--- config.mk ---
export PLATFORM = sky130hd
export DESIGN_NAME = and_share_arbiter_flat
export DESIGN_NICKNAME = d
export VERILOG_FILES = /design/src/rtl/and_share_arbiter_if.sv /design/src/rtl/and_share_arbiter.sv /design/src/flat_wrapper.sv
export SDC_FILE = /design/constraint.sdc
export NUM_CORES = 1
export LEC_CHECK = 0
export BUFFER_PORTS_ARGS = -buffer_cell sky130_fd_sc_hd__buf_2
export CELL_PAD_IN_SITES_DETAIL_PLACEMENT = 2
export CELL_PAD_IN_SITES_GLOBAL_PLACEMENT = 2
export CORE_MARGIN = 1.5
export CORE_UTILIZATION = 31
export DETAILED_ROUTE_END_ITERATION = 12
export PLACE_DENSITY_LB_ADDON = 0.1
export SYNTH_ARGS = -nofsm -noshare
export SYNTH_HDL_FRONTEND = slang
export SYNTH_SLANG_ARGS = --single-unit
--- constraint.sdc ---
create_clock -name clk -period 6.7 [get_ports clk]
set_clock_uncertainty 0.2 [all_clocks]
set_input_delay 0.67 -clock clk [delete_from_list [all_inputs] [get_ports clk]]
set_output_delay 0.67 -clock clk [all_outputs]
set_load 0.05 [all_outputs]
--- src/rtl/and_share_arbiter_if.sv ---
// Request/response bundle between N requesters and the shared AND unit.
// Requester i owns bit i of req/gnt/ack and slice [i*WIDTH +: WIDTH] of a_in/b_in.
interface and_share_arbiter_if #(
  parameter int N     = 4,
  parameter int WIDTH = 8
);
  logic [N-1:0]       req;
  logic [N*WIDTH-1:0] a_in;
  logic [N*WIDTH-1:0] b_in;
  logic [N-1:0]       gnt;
  logic [N-1:0]       ack;
  logic [WIDTH-1:0]   res;
  logic               res_valid;
  logic               busy;

  modport master (
    output req, a_in, b_in,
    input  gnt, ack, res, res_valid, busy
  );

  modport slave (
    input  req, a_in, b_in,
    output gnt, ack, res, res_valid, busy
  );
endinterface

--- src/rtl/and_share_arbiter.sv ---
// Round-robin arbiter sharing one AND unit among N requesters; fixed
// three-cycle operation (grant, compute, respond).
//
// state  | meaning
// -------+-----------------------------------------------------------
// S_IDLE | waiting for any req; winner and operands captured on exit
// S_BUSY | operands held, AND result registered on exit
// S_RESP | res_valid/ack strobe for one cycle; pointer advances on exit
module and_share_arbiter #(
  parameter int N     = 4,
  parameter int WIDTH = 8
) (
  input  logic                 clk,
  input  logic                 rst_n,
  and_share_arbiter_if.slave   bus
);
  localparam int PW = (N > 2) ? $clog2(N) : 1;
  localparam logic [PW:0]   N_W  = (PW+1)'(N);
  localparam logic [PW-1:0] N_M1 = PW'(N - 1);

  typedef enum logic [1:0] {
    S_IDLE = 2'd0,
    S_BUSY = 2'd1,
    S_RESP = 2'd2
  } state_t;

  state_t           state_q;
  logic [PW-1:0]    ptr_q;
  logic [PW-1:0]    win_q;
  logic [N-1:0]     gnt_q;
  logic [N-1:0]     ack_q;
  logic [WIDTH-1:0] a_q;
  logic [WIDTH-1:0] b_q;
  logic [WIDTH-1:0] res_q;
  logic             res_valid_q;
  logic             busy_q;

  logic [2*N-1:0]   req_dbl;
  logic [N-1:0]     req_rot;
  logic             win_found_d;
  logic [PW-1:0]    win_off_d;
  logic [PW:0]      win_sum_d;
  logic [PW-1:0]    win_d;
  logic [N-1:0]     gnt_d;
  logic [WIDTH-1:0] a_d;
  logic [WIDTH-1:0] b_d;
  logic [PW-1:0]    ptr_d;

  // Rotating the doubled request vector puts ptr at bit 0, so a plain
  // lowest-bit-first search gives the round-robin winner.
  assign req_dbl = {bus.req, bus.req} >> ptr_q;
  assign req_rot = req_dbl[N-1:0];

  always_comb begin
    win_found_d = 1'b0;
    win_off_d   = '0;
    for (int i = 0; i < N; i++) begin
      if (!win_found_d && req_rot[i]) begin
        win_found_d = 1'b1;
        win_off_d   = PW'(i);
      end
    end
  end

  assign win_sum_d = {1'b0, ptr_q} + {1'b0, win_off_d};
  assign win_d     = (win_sum_d >= N_W) ? PW'(win_sum_d - N_W) : win_sum_d[PW-1:0];
  assign gnt_d     = N'(1) << win_d;
  assign ptr_d     = (win_q == N_M1) ? '0 : win_q + PW'(1);

  always_comb begin
    a_d = '0;
    b_d = '0;
    for (int i = 0; i < N; i++) begin
      if (gnt_d[i]) begin
        a_d = bus.a_in[i*WIDTH +: WIDTH];
        b_d = bus.b_in[i*WIDTH +: WIDTH];
      end
    end
  end

  always_ff @(posedge clk or negedge rst_n) begin
    if (!rst_n) begin
      state_q     <= S_IDLE;
      ptr_q       <= '0;
      win_q       <= '0;
      gnt_q       <= '0;
      ack_q       <= '0;
      a_q         <= '0;
      b_q         <= '0;
      res_q       <= '0;
      res_valid_q <= 1'b0;
      busy_q      <= 1'b0;
    end else begin
      case (state_q)
        S_IDLE: begin
          if (win_found_d) begin
            state_q <= S_BUSY;
            win_q   <= win_d;
            gnt_q   <= gnt_d;
            a_q     <= a_d;
            b_q     <= b_d;
            busy_q  <= 1'b1;
          end
        end
        S_BUSY: begin
          state_q     <= S_RESP;
          res_q       <= a_q & b_q;
          res_valid_q <= 1'b1;
          ack_q       <= gnt_q;
        end
        S_RESP: begin
          state_q     <= S_IDLE;
          res_valid_q <= 1'b0;
          ack_q       <= '0;
          gnt_q       <= '0;
          busy_q      <= 1'b0;
          ptr_q       <= ptr_d;
        end
        default: state_q <= S_IDLE;
      endcase
    end
  end

  assign bus.gnt       = gnt_q;
  assign bus.ack       = ack_q;
  assign bus.res       = res_q;
  assign bus.res_valid = res_valid_q;
  assign bus.busy      = busy_q;
endmodule

--- src/flat_wrapper.sv ---
// flat-port wrapper written by rule: the top's interface ports become plain ports
module and_share_arbiter_flat 
#(
  parameter int N     = 4,
  parameter int WIDTH = 8
)
  (clk, rst_n, bus_req, bus_a_in, bus_b_in, bus_gnt, bus_ack, bus_res, bus_res_valid, bus_busy);
  and_share_arbiter_if #(.N(N), .WIDTH(WIDTH)) bus_i ();
  input  logic clk;
  input  logic rst_n;
  input wire logic [$bits(bus_i.req)-1:0] bus_req;
  input wire logic [$bits(bus_i.a_in)-1:0] bus_a_in;
  input wire logic [$bits(bus_i.b_in)-1:0] bus_b_in;
  output wire logic [$bits(bus_i.gnt)-1:0] bus_gnt;
  output wire logic [$bits(bus_i.ack)-1:0] bus_ack;
  output wire logic [$bits(bus_i.res)-1:0] bus_res;
  output wire logic [$bits(bus_i.res_valid)-1:0] bus_res_valid;
  output wire logic [$bits(bus_i.busy)-1:0] bus_busy;
  assign bus_i.req = bus_req;
  assign bus_i.a_in = bus_a_in;
  assign bus_i.b_in = bus_b_in;
  assign bus_gnt = bus_i.gnt;
  assign bus_ack = bus_i.ack;
  assign bus_res = bus_i.res;
  assign bus_res_valid = bus_i.res_valid;
  assign bus_busy = bus_i.busy;
  and_share_arbiter #(.N(N), .WIDTH(WIDTH)) u_core (.clk(clk), .rst_n(rst_n), .bus(bus_i));
endmodule
# Word-level counts from Yosys, hierarchy flattened
# Cells that the tools add are included.
# classes
add_sub_neg	3
n_lt_le_gt_ge	1
eq_ne	4
shift	2
muxes	25
bitwise_logic	1
n_reduce_logical	11
# ops
cell	count
8-bit 2-to-1 mux	8
4-bit one-hot mux with 2 select lines	2
2-bit 2-to-1 mux	5
8-bit bitwise AND	1
8-bit by 2-bit >> shifter with 4-bit output	1
1-bit 2-to-1 mux	6
2-bit == test (second input constant)	2
4-bit 2-to-1 mux	1
1-bit one-hot mux with 2 select lines	2
2-bit one-hot mux with 2 select lines	1
2-bit AND reduction	2
2-bit nonzero test	2
1-bit by 2-bit << shifter with 4-bit output (first input constant)	1
2-bit by 2-bit adder with 3-bit output	1
3-bit greater-or-equal comparator (second input constant)	1
1-bit logical AND	3
1-bit zero test	3
2-bit by 1-bit adder with 2-bit output (second input constant)	1
2-bit by 1-bit == test with 1-bit output (second input constant)	1
2-bit zero test	1
2-bit by 1-bit != test with 1-bit output (second input constant)	1
2-bit by 1-bit subtractor with 2-bit output (second input constant)	1
# word_totals
reg_bits	40
in_bits	70
out_inout_bits	18

# Depth between registers and ports, before layout
# Gate-level depths: netlist of the first run.
# depth
ltp_word	19
depth_mapped	11

# Worst setup path after synthesis of the first run
# OpenSTA, ideal clock, no wires.
# synth_timing
path_kind	input port to flip-flop
startpoint	input port bus_req[0]
endpoint	register u_core.a_q[2]
setup_ns	0.087
t_arrival_ns	2.577
t_required_ns	6.413
path_slack_ns	3.835
cell_stages	10
n_path_buf	2
path_cell_list	buf_2 nor2_1 o21ai_0 o221ai_1 ha_1 xor2_1 xnor2_4 buf_6 mux2_1 o211ai_1
# synth_via
elab_chain_cells	19
word_cells_on_any_way	24
classes_between	add/sub (2); order compare (1); shift (2); mux (12); reduce/logical (7)
# synth_rtl
item	line	source
start, declared	flat_wrapper.sv:11	input wire logic [$bits(bus_i.req)-1:0] bus_req;
8-bit by 2-bit >> shifter with 4-bit output *	and_share_arbiter.sv:51	assign req_dbl = {bus.req, bus.req} >> ptr_q;
1-bit 2-to-1 mux	and_share_arbiter.sv:58	if (!win_found_d && req_rot[i]) begin
1-bit zero test	and_share_arbiter.sv:58	
1-bit logical AND	and_share_arbiter.sv:58	
1-bit 2-to-1 mux	and_share_arbiter.sv:58	
1-bit zero test	and_share_arbiter.sv:58	
1-bit logical AND	and_share_arbiter.sv:58	
1-bit 2-to-1 mux	and_share_arbiter.sv:58	
1-bit zero test	and_share_arbiter.sv:58	
1-bit logical AND	and_share_arbiter.sv:58	
2-bit 2-to-1 mux	and_share_arbiter.sv:58	
2-bit by 2-bit adder with 3-bit output	and_share_arbiter.sv:65	assign win_sum_d = {1'b0, ptr_q} + {1'b0, win_off_d};
3-bit greater-or-equal comparator / 2-bit by 1-bit subtractor with 2-bit output (equally long branches)	and_share_arbiter.sv:66	assign win_d = (win_sum_d >= N_W) ? PW'(win_sum_d - N_W) : win_sum_d[PW-1:0];
2-bit 2-to-1 mux	and_share_arbiter.sv:66	
1-bit by 2-bit << shifter with 4-bit output	and_share_arbiter.sv:67	assign gnt_d = N'(1) << win_d;
8-bit 2-to-1 mux (4 in series)	and_share_arbiter.sv:74	if (gnt_d[i]) begin
end signal, assigned	and_share_arbiter.sv:88	a_q <= '0;
end signal, assigned	and_share_arbiter.sv:100	a_q <= a_d;
end, declared	and_share_arbiter.sv:32	logic [WIDTH-1:0] a_q;
# Mark *: on every way between the ends. The rest lies on a longest branch, timed or not.
# A chain may end at the register's enable or synchronous reset.

# Worst setup path after layout of the first run
# layout_timing
startpoint	input port bus_req[3]
endpoint	register u_core.b_q[3]
# layout_via
elab_chain_cells	19
word_cells_on_any_way	24
classes_between	add/sub (2); order compare (1); shift (2); mux (12); reduce/logical (7)
# layout_rtl
item	line	source
8-bit by 2-bit >> shifter with 4-bit output *	and_share_arbiter.sv:51	
1-bit 2-to-1 mux	and_share_arbiter.sv:58	
1-bit zero test	and_share_arbiter.sv:58	
1-bit logical AND	and_share_arbiter.sv:58	
1-bit 2-to-1 mux	and_share_arbiter.sv:58	
1-bit zero test	and_share_arbiter.sv:58	
1-bit logical AND	and_share_arbiter.sv:58	
1-bit 2-to-1 mux	and_share_arbiter.sv:58	
(+2 left out)	n/a	
2-bit 2-to-1 mux *	and_share_arbiter.sv:58	
2-bit by 2-bit adder with 3-bit output *	and_share_arbiter.sv:65	
3-bit greater-or-equal comparator / 2-bit by 1-bit subtractor with 2-bit output (equally long branches)	and_share_arbiter.sv:66	
2-bit 2-to-1 mux *	and_share_arbiter.sv:66	
named net u_core.win_d[0]	and_share_arbiter.sv:43	logic [PW-1:0] win_d;
1-bit by 2-bit << shifter with 4-bit output *	and_share_arbiter.sv:67	
8-bit 2-to-1 mux (3 in series)	and_share_arbiter.sv:74	
8-bit 2-to-1 mux *	and_share_arbiter.sv:74	
end signal, assigned	and_share_arbiter.sv:89	b_q <= '0;
end signal, assigned	and_share_arbiter.sv:101	b_q <= b_d;
end, declared	and_share_arbiter.sv:33	logic [WIDTH-1:0] b_q;
# Mark *: on every way through the listed nets, which the timed path passes. The rest lies on a longest branch.

==> impl_metrics.ini, run 1 <==
[clocking]
clock-root-buffer = clkbuf_8
cts_resized = 0
clockBufferDepth = 2
clk_pin_slew_ns = 0.09
clk_latency_ns = 0.30
post_cts_buffers = 0
cts_sinks = 40
cts_tree = yes
ctsHoldBuffers = 0
numCtsBuffers = 5
cts_max_level = 2

[pwr]
p_seq_share_pct = 25.7
swShare_pct = 48.41
comb_power_share_pct = 62.3
intPower_mw = 0.8658
p_sw_mw = 0.8123
max-vdd-ir-drop_uv = 187.9
leakage_nw = 1.431
clkPwrFrac_pct = 12.1
power_density_nw_per_um2 = 553.5

[yosys]
yosys_warnings = 0
synth_cells = 242
synth-edff-count = 0
yosysSeqAreaShare_pct = 41.67
syn_nets = 319
synth_area_um2 = 2402
yosysTopAreaCell = dfrtp_1
async_reset_ff_share_pct = 100.0
synth.avg_cell_area_um2 = 9.927
yosysUniqueCellTypes = 37
ys_ff_latch = 40
ys.flop_type = dfrtp_1
synth_area_leaders = dfrtp_1, nand2_1, mux2_1
synth_top_area_share_pct = 41.67

[setup_path]
rr_worst_depth = 9
endpoint_kind = flop
cp_slowest_stage_delay_ns = 0.54
crit_path_top_delay_cell = nor2_2
path_delay_family = simple AND/OR/NAND/NOR gates
cp.arrival_ns = 3.12
worstPathMaxFanout = 18
cp-start-kind = input pin
cp.depth = 11
crit_buf_inv = 3
crit_chain = buf_2, inv_1, o311ai_0, o21ai_0, o221ai_1, ha_1, nor2_2, buf_4, nand2_1, mux2_1, o211ai_2
cp.required_ns = 6.71
criticalPathCategory = input pin to flop

[run_status]
status = complete, no violations

[timing]
finalMaxSlewViolations = 0
tightestPinTransition_ns = 0.9964
whs_ns = 0.2877
fmax_mhz = 321.3
finalCriticalPeriod_ns = 3.112
period_share_pct = 46.45
finalSetupViolations = 0
rsz0062_at_grt = no
hold_viol = 0
relSlewSlack_pct = 33.41
setup_tns_ns = 0

[finish]
seqCellArea_um2 = 1001
nets = 403
final_common_cell = buf_2
final_cell_mix = buf_2, nand2_1, dfrtp_1, mux2i_1, mux2_1
stdcell_count = 426
multiInputGateArea_um2 = 1289
area_growth_pct = 26.20
fin_area_um2 = 3032
num_antenna_cells = 0
finalCoreUtilization_pct = 41.14
fillers = 839
drive_gt1_share_pct = 37.31

[worst_hold_path]
hold_class = flop to flop
hold_path_depth = 1

[route]
wl_per_cell_um = 15.92
final_antenna_net_count = 0
remaining_drc_errors = 0
vias = 2098
drtPass1Iterations = 3
viasPerCell = 4.925
drt_iter0_markers = 71
wl_um = 6780

[floorplanning]
start_util_pct = 32.60
dieArea_um2 = 8286
die_width_um = 91.03
row_count = 31
coreArea_um2 = 7370
dieHeight_um = 91.03
ioPinCount = 88

[global_routing]
track_usage_pct = 17.65
antenna_found_initial = 0
first_global_vias = 2370
grt-ovfl-total = 0
grt_max_degree = 41
grt_pass1_wl_um = 11650

[placement]
placed_cell_area_um2 = 2920
hpwlAfterDp_um = 4950
io_buffers = 87
dp.cells = 418
gp_congestion = 0.7211

[job]
drv_cap = 0
==> worst reg2reg max path, cell delays in order (launching register included) <==
cell and delay (ns):
dfrtp_1 0.53, o311ai_0 0.37, o21ai_0 0.15, o221ai_1 0.09, ha_1 0.30, nor2_2 0.54, buf_4 0.35, nand2_1 0.09
mux2_1 0.32, o211ai_2 0.08
==> synth_stat cells (2+ instances only) <==
library cell / instances
mux2_1: 16
o21ai_0: 15
mux2i_1: 17
clkbuf_1: 7
o31ai_1: 2
o211ai_2: 10
nor2b_1: 4
mux2_2: 3
buf_2: 3
dfrtp_1: 40
nor2_1: 4
o211ai_1: 6
nand2_1: 58
ha_1: 7
buf_6: 3
a31o_2: 4
nand2b_1: 3
inv_1: 12
nand3_1: 10
==> per-layer routing <==
layer  global-route usage (%)  routed length, µm  share of wire, %  up-vias
met5                        0                  0                 0        -
met4                    3.906                 59              0.87        0
met3                    4.020                286               4.2        6
met2                    33.89               3721                55       49
met1                    19.47               2713                40     1036
li1                         -                  -                 -     1007
==> logic make-up (layout without fill, tap and decap cells) <==
| group | Yosys count | in the layout | share of synthesized area (%) |
|---|---|---|---|
| AOI/OAI and AO/OA | 47 | 47 | 16.41 |
| xor gates and xnor gates | 2 | 2 | 1.511 |
| adders and majority gates | 7 | 7 | 3.646 |
| buffers and inverters | 26 | 111 | 5.156 |
| DFF | 40 | 40 | 41.67 |
| muxes | 36 | 36 | 15.99 |
| and+or+nand+nor | 84 | 84 | 15.63 |
==> stage by stage <==
stage	setup WS, ns	total power [mW]
global route	3.275	1.820
CTS	3.522	1.718
global placement	3.231	1.476
detailed placement	3.244	1.507
finish	3.588	1.678
floorplan	3.835	1.273
==> flip-flops by register name, indices dropped and copies added (netlist names) <==
| signal | flops |
|---|---|
| u_core.a_q | 8 |
| u_core.b_q | 8 |
| u_core.bus.ack | 4 |
| u_core.bus.busy | 1 |
| u_core.bus.gnt | 4 |
| u_core.bus.res | 8 |
| u_core.bus.res_valid | 1 |
| u_core.ptr_q | 2 |
| u_core.state_q | 2 |
| u_core.win_q | 2 |
==> path summary, 6_finish.rpt <==
kind                                     end  slack (ns)       startpoint
setup / recovery               u_core.b_q[3]        3.59       bus_req[3]
hold / removal               u_core.ptr_q[0]        0.29  u_core.win_q[0]
setup reg to reg               u_core.b_q[3]        3.59  u_core.ptr_q[0]
hold reg to reg              u_core.ptr_q[0]        0.29  u_core.win_q[0]
max in group asynchronous      u_core.a_q[1]        5.40            rst_n
min in group asynchronous  u_core.state_q[0]        0.31            rst_n
==> final cells by class <==
class	instances	area share (%)
Multi-Input combinational cell	176	42.51
Sequential cell	40	33.02
Timing Repair Buffer	90	15.11
Tap cell	99	4.086
Clock buffer	5	2.270
Inverter	13	1.610
Clock inverter	3	1.403
==> power groups by stage <==
stage / registers, mW / clock network [mW] / logic, mW
6_report: 0.431 / 0.203 / 1.05
5_1_grt: 0.447 / 0.220 / 1.15
4_1_cts: 0.434 / 0.208 / 1.08
3_5_place_dp: 0.437 / 0 / 1.07
3_3_place_gp: 0.433 / 0 / 1.04
2_1_floorplan: 0.538 / 0 / 0.735
Power figures use the tool's default switching activity.
==> run 2: changes to the inputs <==
CORE_UTILIZATION = 26   (was 31)
clock period = 2.7 ns   (was 6.7 ns; I/O delays follow)
==> impl_metrics.ini, run 2 (synthesized netlist as in run 1, its figures left out) <==
[setup_path]
cp-start-kind = flop
crit_chain = nand2_1, o22ai_1, o21ai_1, o221ai_1, ha_2, xor2_1, buf_4, xnor2_4, buf_4, clkbuf_16, mux2i_1, o211ai_1
r2r-end = u_core.a_q[3]
cp_slowest_stage_delay_ns = 0.46
criticalPathCategory = flop to flop
cp.arrival_ns = 2.53
worstPathMaxFanout = 8
rr_worst_depth = 12
r2r-start = u_core.ptr_q[0]
cpMostUsedCell = buf_4
endpoint_kind = flop
ff2ff_setup_slack_ns = 0.13
crit_path_top_delay_cell = dfrtp_2
cp.required_ns = 2.66

[placement]
dp.cells = 435
io_buffers = 87
gp_congestion = 0.6973
hpwlAfterDp_um = 5197

[route]
remaining_drc_errors = 0
drtPass1Iterations = 4
viasPerCell = 4.867
wl_um = 7226
drt_iter0_markers = 59
wl_per_cell_um = 16.02
vias = 2195
final_antenna_net_count = 0

[finish]
num_antenna_cells = 0
final_cell_mix = buf_2, nand2_1, dfrtp_1, mux2i_1, o21ai_0
drive_gt1_share_pct = 42.27
final_common_cell = buf_2
fillers = 1041
nets = 419
area_growth_pct = 35.68
stdcell_count = 451

[global_routing]
antenna_found_initial = 1
busiest_layer = met2
grt-ovfl-total = 0
grt_pass1_wl_um = 11530
track_usage_pct = 14.74
grt_max_degree = 34
use_met3_pct = 3.303
met1_usage_pct = 18.15
first_global_vias = 2410
grt_use_met2_pct = 26.58

[timing]
whs_ns = 0.06464
relSlewSlack_pct = 61.85
finalMaxSlewViolations = 0
hold_viol = 0
fmax_mhz = 389.5
rsz0062_at_grt = yes
setup_tns_ns = 0
tightestPinTransition_ns = 0.5722
finalCriticalPeriod_ns = 2.567
period_share_pct = 95.09
finalSetupViolations = 0

[floorplanning]
die_width_um = 99.12
ioPinCount = 88
start_util_pct = 27.15
dieHeight_um = 99.12
dieArea_um2 = 9825
row_count = 34
coreArea_um2 = 8848

[clocking]
cts_max_level = 2
clk_pin_slew_ns = 0.09
clockBufferDepth = 2
clock-root-buffer = clkbuf_8
cts_tree = yes
cts_sinks = 40
clk_latency_ns = 0.29
numCtsBuffers = 5

[pwr]
leakage_nw = 1.554
power_density_nw_per_um2 = 1502
max-vdd-ir-drop_uv = 570.1

[worst_hold_path]
hold_path_depth = 3
worstHoldStart = bus_b_in[11]
hold_class = input pin to flop
min_to = u_core.b_q[3]

[run_status]
status = complete, no violations

[job]
drv_cap = 0
## run 2: power by group
| part | total [mW] | internal, mW | switching (mW) |
|---|---|---|---|
| Combinational | 3.41 | 1.59 | 1.82 |
| Clock | 0.427 | 0.208 | 0.219 |
| Sequential | 1.06 | 0.881 | 0.180 |
| Total | 4.90 | 2.68 | 2.22 |
## run 2: worst max-delay path, delay by kind of cell (launching register included)
kind | cells | cell delay [ns]
multiplexers | 1 | 0.20
adder cells (fa/ha/maj) | 1 | 0.19
AO/OA/AOI/OAI | 4 | 0.43
buffers and inverters | 3 | 0.49
AND/OR/NAND/NOR | 1 | 0.08
flip-flops | 1 | 0.46
XOR/XNOR | 2 | 0.38
## run 2: worst max path at each step
stage | to | startpoint
2_1_floorplan | u_core.a_q[2] | u_core.ptr_q[0]
3_3_place_gp | u_core.a_q[2] | u_core.ptr_q[0]
3_5_place_dp | u_core.a_q[7] | bus_req[3]
4_1_cts | u_core.a_q[2] | u_core.ptr_q[0]
5_1_grt | u_core.b_q[0] | u_core.ptr_q[0]
6_report | u_core.a_q[3] | u_core.ptr_q[0]
## run 2: cell type report
type | instances | area (µm²) | area share [%]
Clock inverter | 1 | 7.507 | 0.2303
Inverter | 13 | 48.80 | 1.497
Sequential cell | 40 | 1003 | 30.79
Multi-Input combinational cell | 176 | 1314 | 40.31
Tap cell | 108 | 135.1 | 4.146
Clock buffer | 7 | 86.33 | 2.649
Timing Repair Buffer | 106 | 664.4 | 20.38
## run 2: per-layer routing
| metal | vias up | share of wire [%] |
|---|---|---|
| met5 | - | 0.14 |
| met4 | 2 | 0.65 |
| met3 | 7 | 4.2 |
| met2 | 44 | 51 |
| met1 | 1097 | 44 |
| li1 | 1045 | - |
## run 2: through the flow
step           total power [mW]  utilization (%)  area, µm²  setup slack (ns)
4_1_cts                   4.452            35.41       3133           0.03198
3_5_place_dp              4.005            34.23       3029           0.09856
2_1_floorplan             3.159                -       2402           0.08517
6_report                  4.896            36.84       3259            0.1325
5_1_grt                   5.280            36.84       3259          -0.03427
3_3_place_gp              3.958            34.23       3029            0.1160
## run 2: repair_timing
action | 4_1_cts | 5_1_grt
hold buffers | 1 | 0
resized for setup | 0 | 14
hold endpoints to repair | 17 | 0
setup buffers | 0 | 4
endpoints found under the setup margin | 0 | 16
